File: src/rtl/shift_pkg.sv
// Shared definitions for the shifter and the two-requester shift arbiter.
package shift_pkg;

  localparam int DATA_W = 16;
  localparam int CNT_W  = 4;

  localparam logic [1:0] OP_ROL = 2'b00;
  localparam logic [1:0] OP_SLL = 2'b01;
  localparam logic [1:0] OP_SRA = 2'b10;
  localparam logic [1:0] OP_SRL = 2'b11;

  typedef enum logic [1:0] {
    IDLE = 2'd0,
    EXEC = 2'd1,
    DONE = 2'd2
  } state_t;

  typedef struct packed {
    logic [DATA_W-1:0] data;
    logic [CNT_W-1:0]  cnt;
    logic [1:0]        op;
    logic              id;
  } operand_t;

endpackage

File: src/rtl/shifter.sv
// 16-bit barrel shifter: rotate left, shift left, arithmetic and logical shift right.
module shifter
  import shift_pkg::*;
(
  input  logic [DATA_W-1:0] In,
  input  logic [CNT_W-1:0]  Cnt,
  input  logic [1:0]        Op,
  output logic [DATA_W-1:0] Out
);

  logic [CNT_W:0] rot_back;

  // Right-hand part of the rotate; Cnt=0 gives a shift of 16, which clears it.
  assign rot_back = 5'(DATA_W) - {1'b0, Cnt};

  always_comb begin
    Out = In;
    unique case (Op)
      OP_ROL:  Out = (In << Cnt) | (In >> rot_back);
      OP_SLL:  Out = In << Cnt;
      OP_SRA:  Out = $signed(In) >>> Cnt;
      OP_SRL:  Out = In >> Cnt;
      default: Out = In;
    endcase
  end

endmodule

File: src/rtl/shift_arbiter.sv
// Round-robin sharing of one shifter between two valid/ready requesters,
// with a held, id-tagged response register.
module shift_arbiter
  import shift_pkg::*;
#(
  parameter bit RESET_PRIO = 1'b0
) (
  input  logic              clk,
  input  logic              rst_n,
  input  logic              req0_valid,
  output logic              req0_ready,
  input  logic [DATA_W-1:0] req0_in,
  input  logic [CNT_W-1:0]  req0_cnt,
  input  logic [1:0]        req0_op,
  input  logic              req1_valid,
  output logic              req1_ready,
  input  logic [DATA_W-1:0] req1_in,
  input  logic [CNT_W-1:0]  req1_cnt,
  input  logic [1:0]        req1_op,
  output logic              rsp_valid,
  input  logic              rsp_ready,
  output logic [DATA_W-1:0] rsp_out,
  output logic              rsp_id,
  output logic              busy
);

  state_t            state_reg;
  operand_t          opnd_reg;
  operand_t          opnd_next;
  logic              prio_reg;
  logic              rsp_valid_reg;
  logic [DATA_W-1:0] rsp_out_reg;
  logic              rsp_id_reg;
  logic [DATA_W-1:0] shift_out;

  logic window;
  logic grant0;
  logic grant1;
  logic accept;

  // rst_n is folded in so neither ready can rise while reset is held.
  assign window = rst_n && ((state_reg == IDLE) || ((state_reg == DONE) && rsp_ready));
  assign grant0 = req0_valid && (!req1_valid || !prio_reg);
  assign grant1 = req1_valid && (!req0_valid ||  prio_reg);

  assign req0_ready = window && grant0;
  assign req1_ready = window && grant1;
  assign accept     = req0_ready || req1_ready;

  always_comb begin
    opnd_next = '{data: req0_in, cnt: req0_cnt, op: req0_op, id: 1'b0};
    if (grant1) begin
      opnd_next = '{data: req1_in, cnt: req1_cnt, op: req1_op, id: 1'b1};
    end
  end

  shifter u_shifter (
    .In  (opnd_reg.data),
    .Cnt (opnd_reg.cnt),
    .Op  (opnd_reg.op),
    .Out (shift_out)
  );

  always_ff @(posedge clk or negedge rst_n) begin
    if (!rst_n) begin
      state_reg     <= IDLE;
      opnd_reg      <= '0;
      prio_reg      <= RESET_PRIO;
      rsp_valid_reg <= 1'b0;
      rsp_out_reg   <= '0;
      rsp_id_reg    <= 1'b0;
    end else begin
      // The winner goes to the back of the line.
      if (accept) begin
        prio_reg <= req0_ready;
      end
      unique case (state_reg)
        IDLE: begin
          if (accept) begin
            opnd_reg  <= opnd_next;
            state_reg <= EXEC;
          end
        end
        EXEC: begin
          rsp_out_reg   <= shift_out;
          rsp_id_reg    <= opnd_reg.id;
          rsp_valid_reg <= 1'b1;
          state_reg     <= DONE;
        end
        DONE: begin
          if (rsp_ready) begin
            rsp_valid_reg <= 1'b0;
            if (accept) begin
              opnd_reg  <= opnd_next;
              state_reg <= EXEC;
            end else begin
              state_reg <= IDLE;
            end
          end
        end
        default: state_reg <= IDLE;
      endcase
    end
  end

  assign rsp_valid = rsp_valid_reg;
  assign rsp_out   = rsp_out_reg;
  assign rsp_id    = rsp_id_reg;
  assign busy      = (state_reg != IDLE);

endmodule

File: config.mk
export PLATFORM = sky130hd
export DESIGN_NAME = shift_arbiter
export DESIGN_NICKNAME = d
export VERILOG_FILES = /design/src/rtl/shift_pkg.sv /design/src/rtl/shifter.sv /design/src/rtl/shift_arbiter.sv
export SDC_FILE = /design/constraint.sdc
export NUM_CORES = 1
export LEC_CHECK = 0
export BUFFER_PORTS_ARGS = -buffer_cell sky130_fd_sc_hd__buf_2
export CORE_MARGIN = 5
export CORE_UTILIZATION = 50
export CTS_BUF_LIST = sky130_fd_sc_hd__clkbuf_4 sky130_fd_sc_hd__clkbuf_8
export CTS_CLUSTER_SIZE = 25
export DETAILED_ROUTE_END_ITERATION = 16
export PLACE_DENSITY = 0.74
export SLEW_MARGIN = 10
export SYNTH_ARGS = -nofsm -noshare
export SYNTH_HDL_FRONTEND = slang
export SYNTH_SLANG_ARGS = --single-unit
export TNS_END_PERCENT = 100
File: constraint.sdc
create_clock -name clk -period 2.5 [get_ports clk]
set_input_delay 0.375 -clock clk [delete_from_list [all_inputs] [get_ports clk]]
set_output_delay 0.375 -clock clk [all_outputs]
set_load 0.01 [all_outputs]
==> results of run 1 <==
-- cells by family after synthesis --
logic type               count (synthesis)
XOR/XNOR                                 2
flip-flops                              44
AO/OA/AOI/OAI                          166
adder cells (fa/ha/maj)                  1
buffers and inverters                   67
multiplexers                            94
AND/OR/NAND/NOR                        175
-- per-stage QoR --
step / util / hold slack [ns]
final: 0.594 / 0.155
after global routing: 0.594 / 0.202
after CTS: 0.592 / 0.176
after floorplan: - / 0.0794
after detailed placement: 0.579 / 0.460
after global placement: 0.579 / 0.454
-- critical path, stage by stage (launching register included) --
cell and delay (ns):
sky130_fd_sc_hd__dfrtp_2 0.40, sky130_fd_sc_hd__inv_2 0.09, sky130_fd_sc_hd__ha_4 0.40, sky130_fd_sc_hd__buf_4 0.21
sky130_fd_sc_hd__mux2i_1 0.24, sky130_fd_sc_hd__nand2_1 0.07, sky130_fd_sc_hd__o21ai_0 0.07, sky130_fd_sc_hd__a2bb2oi_1 0.12
sky130_fd_sc_hd__buf_4 0.16, sky130_fd_sc_hd__a211o_1 0.29, sky130_fd_sc_hd__a32o_1 0.22
-- cell usage after synthesis, types with 7 or more instances --
cell	n	area [um2]
sky130_fd_sc_hd__a21oi_1	35	175
sky130_fd_sc_hd__a31oi_1	12	75.1
sky130_fd_sc_hd__buf_2	16	80.1
sky130_fd_sc_hd__clkbuf_1	30	113
sky130_fd_sc_hd__dfrtp_1	44	1100
sky130_fd_sc_hd__inv_1	7	26.3
sky130_fd_sc_hd__mux2_2	9	101
sky130_fd_sc_hd__mux2i_1	54	541
sky130_fd_sc_hd__mux4_2	23	518
sky130_fd_sc_hd__nand2_1	86	323
sky130_fd_sc_hd__nand3_1	8	40.0
sky130_fd_sc_hd__nor2_1	38	143
sky130_fd_sc_hd__nor3_1	12	60.1
sky130_fd_sc_hd__o211ai_1	10	75.1
sky130_fd_sc_hd__o21ai_0	46	230
sky130_fd_sc_hd__o21ai_1	8	40.0
-- cell type report --
cell class                      count  area (um2)
Fill cell                         834        3560
Multi-Input combinational cell    438        3150
Clock buffer                        6        82.6
Tap cell                          108         135
Timing Repair Buffer              104         658
Clock inverter                      2        38.8
Sequential cell                    44        1100
Inverter                           10        37.5
-- final timing paths --
kind	startpoint	end	slack, ns	depth (start not counted)
min reg2reg	rsp_id	rsp_id	0.48	2
max	opnd_reg[4]	rsp_out[1]	0.11	10
min in group clk	req1_valid	prio_reg	0.31	2
min	rst_n	rsp_out[2]	0.15	2
max in group asynchronous	rst_n	opnd_reg[3]	1.92	2
max reg2reg	opnd_reg[4]	rsp_out[1]	0.11	10
-- power breakdown --
part | leakage (nW) | internal, mW | switching [mW]
Combinational | 1.71 | 1.72 | 2.19
Clock | 0.0614 | 0.327 | 0.277
Sequential | 0.531 | 0.957 | 0.428
-- routing by layer --
layer	share of wire	vias to the layer above	routed length (um)	track usage
met4	0.047	0	727	0.113
li1	-	2139	-	-
met3	0.099	63	1540	0.0604
met2	0.45	300	7000	0.432
met5	0	-	0	0
met1	0.40	2198	6300	0.401
-- what timing repair did --
action,in CTS,in global routing
resized for setup,0,2
setup endpoints to repair,0,2
hold buffers,0,0
==> results.md, run 1 <==
Outcome:
- The flow ran to the end, and the final reports show no timing, DRC or antenna violations.

Floorplanning:
- For this configuration, the core starts out at a cell density of 0.517.
- The total area inside the core boundary comes to roughly 8800 um2.
- The floorplan step defined a die boundary enclosing roughly 11000 um2.
- The die is 105 um wide.
- The number of core rows is 34.
- The number of placed I/O pins is 70.
- The height of the chip is ~110 um.

STA:
- In the finished design, the share of the clock period the worst path needs comes to 0.955.
- The setup skew after layout is just over 0.009 ns.
- The worst pin sits at a relative slew slack of 0.457.
- The worst path setup slack after routing is between 0.1 and 0.15 ns.
- Setup repair after global routing left no endpoint under its margin.
- After routing, the total negative slack on setup checks comes to 0 ns.
- The count of final max-slew check failures was 0.
- Timing would allow up to around 420 MHz.
- The worst-margin pin slew is roughly 0.81 ns.
- Setup violations remaining at the end of the flow were counted as 0.
- After layout, the minimum clock period comes to ~2.4 ns.
- The final hold violation count was 0.

Route:
- After the first detailed-routing iteration, the DRC count stood at between 500 and 600.
- After detailed routing, the average wire length per cell comes to approximately 22 um.
- The first detailed-routing pass took 5 iterations.
- For this run, design rule violations remaining after detail routing come to 0.
- The detailed router placed 4700 vias in this run.
- In this run the remaining antenna-violating nets after routing total 0.
- After detailed routing, the total wire length is 15600 um.
- The average vias per placed instance is around 6.6.

Synthesis:
- The post-synthesis async set-or-reset flop share is 1.00.
- The number of different library cells used by synthesis comes to 67.
- The synthesized design contains 0 enable-type register cells.
- Yosys printed 0 warnings.
- The synthesized-area fraction occupied by adder cells is 0.00276.
- The proportion of synthesized area in mux cells is 0.279.
- The mapped netlist covers 4530 um2.
- The fraction of the yosys area taken by sequential cells is 0.243.
- The flop and latch count out of synthesis is 44.
- Of the total synthesized cell area, the portion taken by AND, OR, NAND and NOR gates is 0.170.
- The total nets after synthesis is 599.
- Of the total synthesized cell area, the portion taken by XOR and XNOR cells is 0.00387.
- After technology mapping, the gate count stands at around 550.
- The average cell area after synthesis is around 8.2 um2.
- The flip-flop cell with the highest count after synthesis is sky130_fd_sc_hd__dfrtp_1.
- The main combinational cell family by area after synthesis is multiplexers.
- The area fraction in compound gates after synthesis was 0.233.

Clocking:
- After clock tree synthesis, the setup repair step added 0 buffers.
- The register clock-pin slew on the reported worst setup and hold paths is around 0.10 ns.
- Buffers inserted during clock tree synthesis total 5.
- The CTS root buffer is sky130_fd_sc_hd__clkbuf_8.
- The H-tree was split into 2 levels.
- The TritonCTS clock tree is yes.
- For this design, the sink count on the clock tree is 44.
- The number of buffers on the longest clock path is 2.
- The clock network latency to the later pin of the worst-skew pair is roughly 0.30 ns.

Placed design:
- The quantity of I/O buffers inserted on ports is 69.
- The placed instances occupy a cell area of about 5100 um2.
- Timing analysis after detailed placement gives a worst setup slack of between 0.15 and 0.2 ns.
- Summed over all nets, the half-perimeter wirelength after detailed placement is 11800 um.
- In this run, placement finished with an instance count of 704.
- The placer's final routability congestion estimate is between 1 and 1.5.

Power:
- The total power density per cell area is 1140 nW/um2.
- The design draws a little under 6 mW.
- The analysis attributes to cell leakage a power of around 2.3 nW.
- The maximum ir drop on the vdd rail is 0.540 mV.

Cells and area:
- In the final layout, the share of cells above drive strength 1 is 0.275.
- The most common library cell in the layout ignoring fill and taps is sky130_fd_sc_hd__nand2_1.
- In the layout the commonest cells are 86 x sky130_fd_sc_hd__nand2_1, 69 x sky130_fd_sc_hd__buf_2, 54 x sky130_fd_sc_hd__mux2i_1.
- The number of antenna diodes in the final layout is 0.
- The flip-flop count of the largest register after layout is 23.
- The area of all placed cells without fillers is 5200 um2.
- The number of nets in the layout is 653.
- The layout overhead on the synthesized area is 15.0%.
- The number of standard cells in the final layout excluding fillers is 712.

Worst setup path:
- For the worst setup path, the data required time is around 2.7 ns.
- The worst setup path is of the reg -> reg kind.
- Of all nets on the critical path, the largest fanout is 14.
- The worst setup path is launched from a flip-flop.
- The critical path endpoint category is a flip-flop.
- The arrival time of data at the critical path endpoint is between 2 and 3 ns.

Hold path:
- In this run the worst hold path is classified as in -> async.

GRT:
- The initial antenna violation count is 0.
- The maximum number of pins on one net before global-route repair is 56.
- The first-pass GRT wire length is roughly 25000 um.
- Across every metal layer, demand over resource in global routing totals 0.286.
- The number of global-route vias before repair is ~4600.
- Global routing finished with a remaining overflow of 0.

Job:
- The max-capacitance violation count is 0.
(Power assumes the default switching activity.)
==> run 2: changes to the inputs <==
--- a/config.mk
+++ b/config.mk
@@ -11,9 +11,12 @@
 export CTS_BUF_LIST = sky130_fd_sc_hd__clkbuf_4 sky130_fd_sc_hd__clkbuf_8
 export CTS_CLUSTER_SIZE = 25
 export DETAILED_ROUTE_END_ITERATION = 16
-export PLACE_DENSITY = 0.74
+export GPL_TIMING_DRIVEN = 0
+export PLACE_DENSITY = 0.75
+export REMOVE_ABC_BUFFERS = 1
 export SLEW_MARGIN = 10
 export SYNTH_ARGS = -nofsm -noshare
 export SYNTH_HDL_FRONTEND = slang
+export SYNTH_HIERARCHICAL = 1
 export SYNTH_SLANG_ARGS = --single-unit
 export TNS_END_PERCENT = 100
==> run 2 against run 1 <==
Worst setup slack got worse by 0.12 ns. Via count is 8.3% lower. The run now ends with setup timing left. Global-route usage fell by 4.9 points. Register-to-register slack worse by 0.12 ns. Largest cell class unchanged. Sequential cell count did not move.
==> results.md, run 2 <==
Outcome:
- Status: finished with violations (was completed).
- The final reports fail on setup timing.

GRT:
- The global-route congestion overflow total is 0 (unchanged).
- The first-pass GRT wire length was 21300 um (was 25400 um).
- The initial antenna violation count is 0 (unchanged).
- The number of global-route vias before repair came to 3919 (was 4552).
- The maximum number of pins on one net before global-route repair was 46 (was 56).
- The overall routing resource usage is 0.237 (was 0.286).

Clocking:
- The register clock-pin slew on the reported worst setup and hold paths came to 0.09 ns (was 0.10 ns).
- The number of buffers added to fix hold violations after cts is 0 (unchanged).
- The TritonCTS clock tree is yes (unchanged).
- The number of buffers on the longest clock path is 2 (unchanged).
- The deepest level of the CTS H-tree came to 2 (unchanged).
- The number of buffers inserted during clock tree synthesis was 5 (unchanged).
- The CTS root buffer is sky130_fd_sc_hd__clkbuf_8 (unchanged).
- The clock network latency to the later pin of the worst-skew pair is 0.31 ns (was 0.30 ns).
- The TritonCTS sink count is 44 (unchanged).

Placed design:
- The detailed placer's ending HPWL is 8650 um (was 11800 um).
- The placer's final routability congestion estimate is 0.960 (was 1.01).
- The quantity of I/O buffers inserted on ports is 69 (unchanged).

Floorplanning:
- The number of placed I/O pins is 70 (unchanged).
- The starting utilization of the core area is 0.509 (was 0.517).
- The die area came to 10800 um2 (was 11100 um2).
- The height of the chip came to 104 um (was 105 um).
- The die boundary width came to 104 um (was 105 um).
- The core outline area is 8680 um2 (was 8760 um2).
- The number of core rows is 34 (unchanged).

STA:
- The final hold slack was 0.0409 ns (was 0.155 ns).
- The count of final max-slew check failures is 0 (unchanged).
- The final hold violation count is 0 (unchanged).
- The setup total negative slack is -0.00793 ns (was 0 ns).
- The worst path setup slack after routing is -0.00793 ns (was 0.113 ns).
- The achievable frequency is 399 MHz (was 419 MHz).
- The final setup violation count is 1 (was 0).
- The setup skew after layout came to 0.00867 ns (was 0.00908 ns).
- The minimum clock period after layout was 2.51 ns (was 2.39 ns).
- The portion of the clock cycle consumed by the worst path in the final layout is 1.00 (was 0.955).
- The headroom to the max-slew limit was 0.361 (was 0.457).
- The worst-margin pin slew is 0.954 ns (was 0.814 ns).

Cells and area:
- The layout overhead on the synthesized area was 16.1% (was 15.0%).
- The most common library cell in the layout ignoring fill and taps was sky130_fd_sc_hd__buf_2 (was sky130_fd_sc_hd__nand2_1).
- The share of layout cells above drive strength 1 is 0.382 (was 0.275).
- The flip-flop count of the largest register after layout was 23 (unchanged).
- The number of antenna cells inserted is 0 (unchanged).
- Commonest non-fill, non-tap cells in the layout: 68 x sky130_fd_sc_hd__buf_2, 41 x sky130_fd_sc_hd__nor2_1, 39 x sky130_fd_sc_hd__dfrtp_1 (was 86 x sky130_fd_sc_hd__nand2_1, 69 x sky130_fd_sc_hd__buf_2, 54 x sky130_fd_sc_hd__mux2i_1).
- The number of nets in the layout is 572 (was 653).

Worst setup path:
- The launch instance of the worst register-to-register path is opnd_reg[5] (was opnd_reg[4]).
- The critical path endpoint category is a flip-flop (unchanged).
- The arrival time of data at the critical path endpoint is 2.70 ns (was 2.59 ns).
- The startpoint of the worst setup timing path is opnd_reg[5] (was opnd_reg[4]).
- The data required time at the worst endpoint was 2.70 ns (about the same).
- The library cell contributing the largest single delay on the critical path was sky130_fd_sc_hd__dfrtp_4 (was sky130_fd_sc_hd__dfrtp_2).
- Ordered cell list for the critical path: or2_2, o21ai_4, o22ai_1, nor4_1, a21oi_1, mux2_2 (was inv_2, ha_4, buf_4, mux2i_1, nand2_1, o21ai_0, a2bb2oi_1, buf_4, a211o_1, a32o_1).
- The delay of the slowest cell on the worst path came to 0.70 ns (was 0.40 ns).
- The biggest fanout along the worst timing path is 41 (was 14).
- The path type of the worst setup path is reg -> reg (unchanged).
- The sort of element at the start of the critical path is a flip-flop (unchanged).

Synthesis:
- The average cell area after synthesis is 9.41 um2 (was 8.25 um2).
- The flop and latch count out of synthesis is 44 (unchanged).
- The synthesized instance count is 469 (was 549).
- The fraction of the yosys area taken by sequential cells is 0.249 (was 0.243).
- The yosys synthesis warning count is 6 (was 0).
- The number of enable flip-flop cells after synthesis is 0 (unchanged).
- The post-synth design cell area came to 4420 um2 (was 4530 um2).
- The unique cell type count in the Yosys netlist came to 69 (was 67).
- The flip-flop cell with the highest count after synthesis is sky130_fd_sc_hd__dfrtp_1 (unchanged).
- The post-synthesis async set-or-reset flop share is 1.00 (unchanged).
- The fraction of post-synthesis cell area in the top cell type by area is 0.249 (was 0.243).
- Cell types with the highest counts after synthesis: 44 x sky130_fd_sc_hd__dfrtp_1, 41 x sky130_fd_sc_hd__nor2_1, 37 x sky130_fd_sc_hd__nand2_1 (was 86 x sky130_fd_sc_hd__nand2_1, 54 x sky130_fd_sc_hd__mux2i_1, 46 x sky130_fd_sc_hd__o21ai_0).
- The most used standard cell by instance count after synthesis is sky130_fd_sc_hd__dfrtp_1 (was sky130_fd_sc_hd__nand2_1).
- The largest area contributor in the synthesized netlist is sky130_fd_sc_hd__dfrtp_1 (unchanged).
- Ranking of synthesized cells by area: sky130_fd_sc_hd__dfrtp_1 25%, sky130_fd_sc_hd__mux4_2 9.7%, sky130_fd_sc_hd__mux2i_1 8.2% (was sky130_fd_sc_hd__dfrtp_1 24%, sky130_fd_sc_hd__mux2i_1 12%, sky130_fd_sc_hd__mux4_2 11%).

Route:
- The sum of routed wire length over all layers came to 13500 um (was 15600 um).
- The antenna violation net count after detailed routing is 0 (unchanged).
- The violation count after the first detailed-routing iteration is 550 (was 514).
- The mean routed wirelength per cell was 21.5 um (was 21.9 um).
- The number of optimization iterations in the first detailed-route pass is 5 (unchanged).
- The average vias per placed instance is 6.83 (was 6.60).
- The overall via count from detail_route was 4309 (was 4700).
- The DRC violation count after routing came to 0 (unchanged).

Power:
- The maximum ir drop on the vdd rail is 0.677 mV (was 0.540 mV).
- The leakage power total came to 2.17 nW (was 2.31 nW).
- The total power density per cell area is 1140 nW/um2 (about the same).

Hold path:
- The type of the tightest min-delay check is in -> async (unchanged).

Job:
- The max-capacitance violation count is 0 (unchanged).
[run 2: cells by family after synthesis]
family / count (synthesis) / synth area share
buffers and inverters: 58 / 0.0711
DFF: 44 / 0.249
muxes: 86 / 0.261
and+or+nand+nor: 129 / 0.141
xor gates and xnor gates: 2 / 0.00567
AOI/OAI and AO/OA: 149 / 0.269
adders and majority gates: 1 / 0.00283
[run 2: final timing paths]
kind | to | slack (ns) | depth (start not counted)
setup / recovery | rsp_out[7] | -0.008 | 6
min in group clk | opnd_reg[7] | 0.37 | 3
max in group asynchronous | opnd_reg[6] | 2.00 | 1
hold reg to reg | rsp_out[11] | 0.50 | 1
hold / removal | rsp_out[0] | 0.04 | 1
setup reg to reg | rsp_out[7] | -0.008 | 6
[run 2: routing by layer]
| layer | up-vias | global-route usage | wire length [um] |
|---|---|---|---|
| li1 | 1921 | - | - |
| met1 | 2058 | 0.335 | 5480 |
| met2 | 271 | 0.373 | 6340 |
| met3 | 59 | 0.0391 | 1220 |
| met4 | 0 | 0.0722 | 497 |
| met5 | - | 0 | 0 |
[run 2: power by group]
part           leakage (nW)  total (mW)  switching, mW  internal [mW]
logic                  1.61        3.82           1.94           1.88
clock network        0.0516       0.498          0.272          0.227
registers             0.502        1.53          0.554          0.973
[run 2: layout make-up]
class	count	area, um2
clock inverters	2	13.8
clock buffers	6	82.6
fillers	771	3550
multi-input cells	367	3090
flip-flops and latches	44	1120
well taps	108	135
repair buffers	97	653
inverters	7	37.5
[run 2: through the flow]
stage | utilization | area (um2) | total power [mW] | std cells | worst slack [ns]
global placement | 0.531 | 4610 | 4.71 | 595 | -2.91
global route | 0.591 | 5120 | 6.18 | 631 | -0.0509
floorplan | - | 4130 | 3.77 | 418 | -1.78
detailed placement | 0.536 | 4650 | 4.76 | 597 | -1.24
CTS | 0.571 | 4960 | 5.54 | 617 | 0.0105
finish | 0.591 | 5120 | 5.84 | 631 | -0.00793
[run 2: what timing repair did]
item                                    CTS  global route
pin swaps                                 2             4
setup buffers                            11            12
endpoints found under the setup margin   42            11
cloned                                    1             1
resized for setup                        20             7
[run 2: critical path: cells and delay by family (launching register included)]
family / cells / cell delay, ns
DFF: 1 / 0.70
AOI/OAI and AO/OA: 3 / 0.61
muxes: 1 / 0.30
and+or+nand+nor: 2 / 0.78
